--- src/rtl/cfg_bus_master_pkg.sv ---
// Shared definitions for the cfg bus master: FSM encodings, response constants,
// default timeout and the cfg address map.
package cfg_bus_master_pkg;

   typedef enum logic [1:0] {
      ST_IDLE = 2'd0,
      ST_BUS  = 2'd1,
      ST_RESP = 2'd2
   } state_t;

   localparam logic [31:0] RSP_TIMEOUT_DATA       = 32'hDEAD_BEEF;
   localparam int          DEFAULT_TIMEOUT_CYCLES = 1024;

   // Slave base addresses; addresses go out untranslated and slaves subtract these.
   localparam logic [15:0] CFG_BASE_SYSCTRL = 16'h5000;
   localparam logic [15:0] CFG_BASE_TIMER   = 16'h5010;
   localparam logic [15:0] CFG_BASE_GPIO    = 16'h5020;
   localparam logic [15:0] CFG_BASE_UART    = 16'h5030;
   localparam logic [15:0] CFG_BASE_SPARE   = 16'h5040;

endpackage

--- src/rtl/cfg_bus_master.sv ---
// Single-outstanding cfg bus master (IDLE -> BUS -> RESP) with registered outputs.
// Optional ack timeout is enabled by defining CFG_MASTER_TIMEOUT_EN.
module cfg_bus_master
   import cfg_bus_master_pkg::*;
#(
   parameter int ADDR_W         = 16,
   parameter int DATA_W         = 32,
   parameter int TIMEOUT_CYCLES = DEFAULT_TIMEOUT_CYCLES
) (
   input  logic              clk,
   input  logic              rst,
   input  logic              req_valid,
   output logic              req_ready,
   input  logic              req_rw,
   input  logic [ADDR_W-1:0] req_addr,
   input  logic [DATA_W-1:0] req_wdata,
   output logic              rsp_valid,
   input  logic              rsp_ready,
   output logic [DATA_W-1:0] rsp_rdata,
   output logic              rsp_timeout,
   output logic [ADDR_W-1:0] cfg_addr,
   output logic [DATA_W-1:0] cfg_wdata,
   output logic              cfg_write,
   output logic              cfg_read,
   input  logic [DATA_W-1:0] cfg_rdata,
   input  logic              cfg_ack
);

   state_t state_r;
   logic   ack_s;

   // An ack only counts while a strobe is actually on the bus.
   assign ack_s = cfg_ack && (cfg_write || cfg_read);

`ifdef CFG_MASTER_TIMEOUT_EN
   localparam int               CNT_W    = $clog2(TIMEOUT_CYCLES);
   localparam logic [CNT_W-1:0] CNT_LAST = CNT_W'(TIMEOUT_CYCLES - 1);
   logic [CNT_W-1:0] tmo_cnt_r;
`else
   assign rsp_timeout = 1'b0;
`endif

   // Transaction FSM; every output is a register written here.
   always_ff @(posedge clk or posedge rst) begin
      if (rst) begin
         state_r   <= ST_IDLE;
         req_ready <= 1'b1;
         cfg_write <= 1'b0;
         cfg_read  <= 1'b0;
         cfg_addr  <= '0;
         cfg_wdata <= '0;
         rsp_valid <= 1'b0;
         rsp_rdata <= '0;
`ifdef CFG_MASTER_TIMEOUT_EN
         rsp_timeout <= 1'b0;
         tmo_cnt_r   <= '0;
`endif
      end else begin
         case (state_r)
            ST_IDLE: begin
               if (req_valid) begin
                  state_r   <= ST_BUS;
                  req_ready <= 1'b0;
                  cfg_addr  <= req_addr;
                  cfg_wdata <= req_rw ? '0 : req_wdata;
                  cfg_read  <= req_rw;
                  cfg_write <= ~req_rw;
`ifdef CFG_MASTER_TIMEOUT_EN
                  tmo_cnt_r <= '0;
`endif
               end else begin
                  req_ready <= 1'b1;
               end
            end
            ST_BUS: begin
               // Ack is checked first so it wins over a same-cycle expiry.
               if (ack_s) begin
                  state_r   <= ST_RESP;
                  cfg_write <= 1'b0;
                  cfg_read  <= 1'b0;
                  rsp_valid <= 1'b1;
                  rsp_rdata <= cfg_read ? cfg_rdata : '0;
`ifdef CFG_MASTER_TIMEOUT_EN
                  rsp_timeout <= 1'b0;
`endif
               end
`ifdef CFG_MASTER_TIMEOUT_EN
               else if (tmo_cnt_r == CNT_LAST) begin
                  state_r     <= ST_RESP;
                  cfg_write   <= 1'b0;
                  cfg_read    <= 1'b0;
                  rsp_valid   <= 1'b1;
                  rsp_rdata   <= DATA_W'(RSP_TIMEOUT_DATA);
                  rsp_timeout <= 1'b1;
               end else begin
                  tmo_cnt_r <= tmo_cnt_r + CNT_W'(1);
               end
`endif
            end
            ST_RESP: begin
               if (rsp_ready) begin
                  state_r   <= ST_IDLE;
                  rsp_valid <= 1'b0;
                  req_ready <= 1'b1;
               end
            end
            default: begin
               state_r   <= ST_IDLE;
               req_ready <= 1'b1;
               cfg_write <= 1'b0;
               cfg_read  <= 1'b0;
               rsp_valid <= 1'b0;
            end
         endcase
      end
   end

endmodule

--- config.mk ---
export PLATFORM = sky130hd
export DESIGN_NAME = cfg_bus_master
export DESIGN_NICKNAME = d
export VERILOG_FILES = /design/src/rtl/cfg_bus_master_pkg.sv /design/src/rtl/cfg_bus_master.sv
export SDC_FILE = /design/constraint.sdc
export NUM_CORES = 1
export LEC_CHECK = 0
export BUFFER_PORTS_ARGS = -buffer_cell sky130_fd_sc_hd__buf_2
export CAP_MARGIN = 20
export CORE_UTILIZATION = 42
export DETAILED_ROUTE_END_ITERATION = 8
export GPL_TIMING_DRIVEN = 0
export PLACE_DENSITY = 0.7
export SYNTH_ARGS = -nofsm -noshare
export SYNTH_HDL_FRONTEND = slang
export SYNTH_SLANG_ARGS = --single-unit
--- constraint.sdc ---
create_clock -name clk -period 5 [get_ports clk]
set_input_delay 1 -clock clk [delete_from_list [all_inputs] [get_ports clk]]
set_output_delay 1 -clock clk [all_outputs]
set_load 0.005 [all_outputs]
**Word-level counts from Yosys, hierarchy flattened**

Cells that the tools add are included.

- Equality and inequality tests: 5
- Muxes and demuxes: 17
- Bitwise operators: 4
- Reductions and logical operators: 9

Operators by type and width:

| cell | number |
|---|---|
| $mux 32 | 2 |
| $pmux 1 s3 | 4 |
| $reduce_and 3->1 | 3 |
| $mux 1 | 7 |
| $mux 2 | 3 |
| $ne 2x2->1 const B | 3 |
| $pmux 2 s3 | 1 |
| $reduce_and 2->1 | 3 |
| $not 1->1 | 4 |
| $eq 2x1->1 const B | 1 |
| $eq 2x2->1 const B | 1 |
| $logic_not 2->1 | 1 |
| $logic_and 1x1->1 | 1 |
| $logic_or 1x1->1 | 1 |

- Register bits: 86
- Input bits: 86

**Depth between registers and ports, before layout**

- Word-level depth: 4
- Depth in mapped cells: 6
- Gate-level depth less buffers: 3

**Least setup slack after synthesis**

No wires, ideal clock.

- Path kind: input -> register
- Start point: input port req_valid
- End point: register cfg_addr[10]
- Setup time: 0.125 ns
- Arrival time: 1.911 ns
- Data required time: 4.875 ns
- Setup slack: 2.964 ns
- Stages: 4
- Path buffers: 2
- Cell sequence: or3b_1 -> buf_6 -> buf_6 -> mux2_4

- Cells in the longest elaborated chain, start to end: 1

RTL lines:

| element | RTL line | RTL |
|---|---|---|
| start, declared | cfg_bus_master.sv:12 | `input logic req_valid,` |
| $reduce_and 2->1 (no source line) | -- |  |
| end signal, assigned | cfg_bus_master.sv:64 | `cfg_addr <= req_addr;` |
| end, declared | cfg_bus_master.sv:21 | `output logic [ADDR_W-1:0] cfg_addr,` |

Every way passes these cells.
A chain may end at the register's enable or synchronous reset.

**Worst setup path after layout**

- Start point: register req_ready
- End point: output port req_ready

RTL lines:

| element | RTL line | RTL |
|---|---|---|
| start, declared | cfg_bus_master.sv:13 | `output logic req_ready,` |
| start signal, assigned | cfg_bus_master.sv:47 | `req_ready <= 1'b1;` |
| start signal, assigned | cfg_bus_master.sv:63 | `req_ready <= 1'b0;` |
| start signal, assigned | cfg_bus_master.sv:72 | `req_ready <= 1'b1;` |

No word-level cell between the ends.

==> reports/qor.yml <==
placement:
  placed_area_um2: 4640
  io_buffers: 169
  place.gp.congestion: 0.767
  dpl_worst_slack_ns: 2.77
  hpwl_mm: 6.08
sta:
  post-route-min-period_ns: 1.99
  setup_viol: 0
  skew_ns: 0.00772
  max_slew_margin_pct: 64.5
  tightest_slew_ns: 0.532
  finalMaxSlewViolations: 0
  fin_crit_sh_pct: 39.8
  fmax_ghz: 0.503
  rsz0062_at_grt: "no"
  finalHoldViolCount: 0
  setup_tns_ns: 0
  fin_ws_ns: 3.01
cells_and_area:
  antenna_cells: 0
  nets: 608
  drive_gt1_share_pct: 40.8
  stdcell_area_um2: 4850
  syn_to_final_growth_pct: 33.5
run_status:
  status: "complete, no violations"
detailed_routing:
  drc: 0
  vias_per_cell: 4.64
  num_vias: 2931
  wirelength_mm: 8.18
  ant_nets: 0
  wire_per_inst_um: 12.9
  dr.pass1.iters: 4
  drtIter0Drc: 75
power_and_ir_drop:
  ir_worst_vdd_uv: 236
  p_leak_nw: 2.58
  powerDensity_nw_per_um2: 546
  finalPower_mw: 2.65
grt:
  grt_max_degree: 47
  grt_overflow: 0
  grt_usage_pct: 18.8
  antenna_found_initial: 0
  grt_pass1_wl_mm: 13.0
  grt_pass1_vias: 2767
die:
  rows: 33
  fp.coreArea_um2: 8300
  start_util_pct: 43.8
  fp.dieArea_um2: 9030
  boundaryPins: 171
  die_x_um: 95.0
  die-height_um: 95.0
synthesis:
  synth_simple_gate_area_share_pct: 11.1
  synth_top_family_by_area: "multiplexers"
  yosysWarnings: 0
  synth_compound_area_share_pct: 6.82
  synth_cells: 341
  synth_fa_ha_area_share_pct: 0
  synth_mux_area_share_pct: 15.4
  ys_seq_area_share_pct: 59.2
  syn-cell-area_um2: 3630
  synth-seq-cells: 86
  synth-xor-area-share_pct: 0
  synth_nets: 427
  synth.avg_cell_area_um2: 10.7
  ys_types: 23
clocking:
  cts.path.max_buffers: 2
  postCtsSetupBuffers: 0
  cts_tree: "yes"
  clk_pin_slew_ns: 0.08
  htreeDepth: 3
  clk_latency_ns: 0.34
  cts_sinks: 86
  cts_buffers: 9
  postCtsResizedCells: 0
  cts_hold_buf: 0
  cts_root_buffer: "clkbuf_8"
setup_path:
  crit_fanout: 3
  cp-start-kind: "flip-flop"
  slowest_delay_ns: 0.54
  crit_slowest_cell: "dfstp_2"
  critical_path_buf_inv_count: 1
  critPathKind: "reg -> out"
  crit_family: "flip-flops"
  worstPathRequired_ns: 4.00
  cp.depth: 1
  r2r_cells: 6
  crit_path_end_kind: "primary output"
  crit_chain: "buf_2"
  cp.arrival_ns: 0.99
hold_path:
  min_path_type: "reg -> reg"
  hold_path_depth: 2
job:
  cap_viol_max_count: 0
-- power by group --
| part | leakage (nW) | switching [mW] | total (mW) | internal (mW) |
|---|---|---|---|---|
| logic | 1.37 | 0.502 | 1.02 | 0.520 |
| registers | 1.11 | 0.143 | 1.12 | 0.981 |
| clock network | 0.0976 | 0.244 | 0.502 | 0.257 |
-- flip-flops by register name (all words and copies together), names as in the netlist --
signal and count:
cfg_wdata 32, state_r 2, cfg_write 1, rsp_rdata 32
cfg_read 1, rsp_valid 1, cfg_addr 16, req_ready 1
-- cells in the final DEF, fill, tap and decap left out, drive strengths merged, types with 2 or more instances in the layout --
cell	instances
buf	181
nand2	97
dfrtp	85
o21ai	36
inv	35
mux2i	32
clkbuf	23
mux2	16
clkinvlp	3
a21o	2
nand2b	2
a21oi	2
o2bb2ai	2
-- stage by stage --
| stage | utilization (%) | hold slack (ns) | instances |
|---|---|---|---|
| detailed placement | 55.9 | 0.463 | 616 |
| finish | 58.5 | 0.479 | 632 |
| global route | 58.5 | 0.499 | 632 |
| floorplan | - | 0.473 | 341 |
| global placement | 55.6 | 0.457 | 615 |
| CTS | 58.5 | 0.484 | 632 |
-- layer usage --
| metal | vias to the layer above | track usage (%) | routed length, um |
|---|---|---|---|
| met2 | 98 | 32.2 | 4070 |
| met1 | 1392 | 23.7 | 3620 |
| li1 | 1436 | - | - |
| met4 | 0 | 6.82 | 70 |
| met3 | 5 | 3.35 | 419 |
| met5 | - | 0 | 0 |
-- path summary, 6_finish.rpt --
kind	startpoint	endpoint	slack [ns]
setup / recovery	req_ready	req_ready	3.01
hold / removal	cfg_wdata[6]	cfg_wdata[6]	0.48
setup reg to reg	cfg_read	rsp_rdata[14]	3.37
hold reg to reg	cfg_wdata[6]	cfg_wdata[6]	0.48
max in group asynchronous	rst	cfg_wdata[17]	3.70
min in group asynchronous	rst	rsp_rdata[15]	0.71
-- cells by family after synthesis --
kind of cell           count (synthesis)
and+or+nand+nor                      103
DFF                                   86
buffers and inverters                 58
muxes                                 48
AOI/OAI and AO/OA                     45
other                                  1
-- cell usage after synthesis --
cell       number  area (um^2)
a21o_1          2         15.0
dfrtp_1        85         2130
mux2i_1        32          320
clkbuf_1       12         45.0
conb_1          1         3.75
buf_4           4         30.0
nor3b_1         1         7.51
a2bb2oi_1       1         8.76
a21oi_1         2         10.0
inv_1          35          131
a22o_1          1         8.76
o2bb2ai_1       2         17.5
nand2_1        97          364
o21ai_0        36          180
mux2_4         16          240
buf_2           3         15.0
nor2_1          1         3.75
o31ai_1         1         7.51
dfstp_2         1         26.3
or3b_1          1         8.76
nor2b_1         1         6.26
nand2b_1        2         12.5
buf_6           4         45.0
-- cell type report --
type | instances | area [um^2]
buffer | 23 | 135
timing repair buffer | 170 | 873
multi-input combinational | 197 | 1210
sequential | 86 | 2150
tap | 105 | 131
clock buffer | 11 | 151
inverter | 35 | 134
fill | 725 | 3450
clock inverter | 5 | 57.6
No activity file was read; power rests on OpenSTA's default activity.
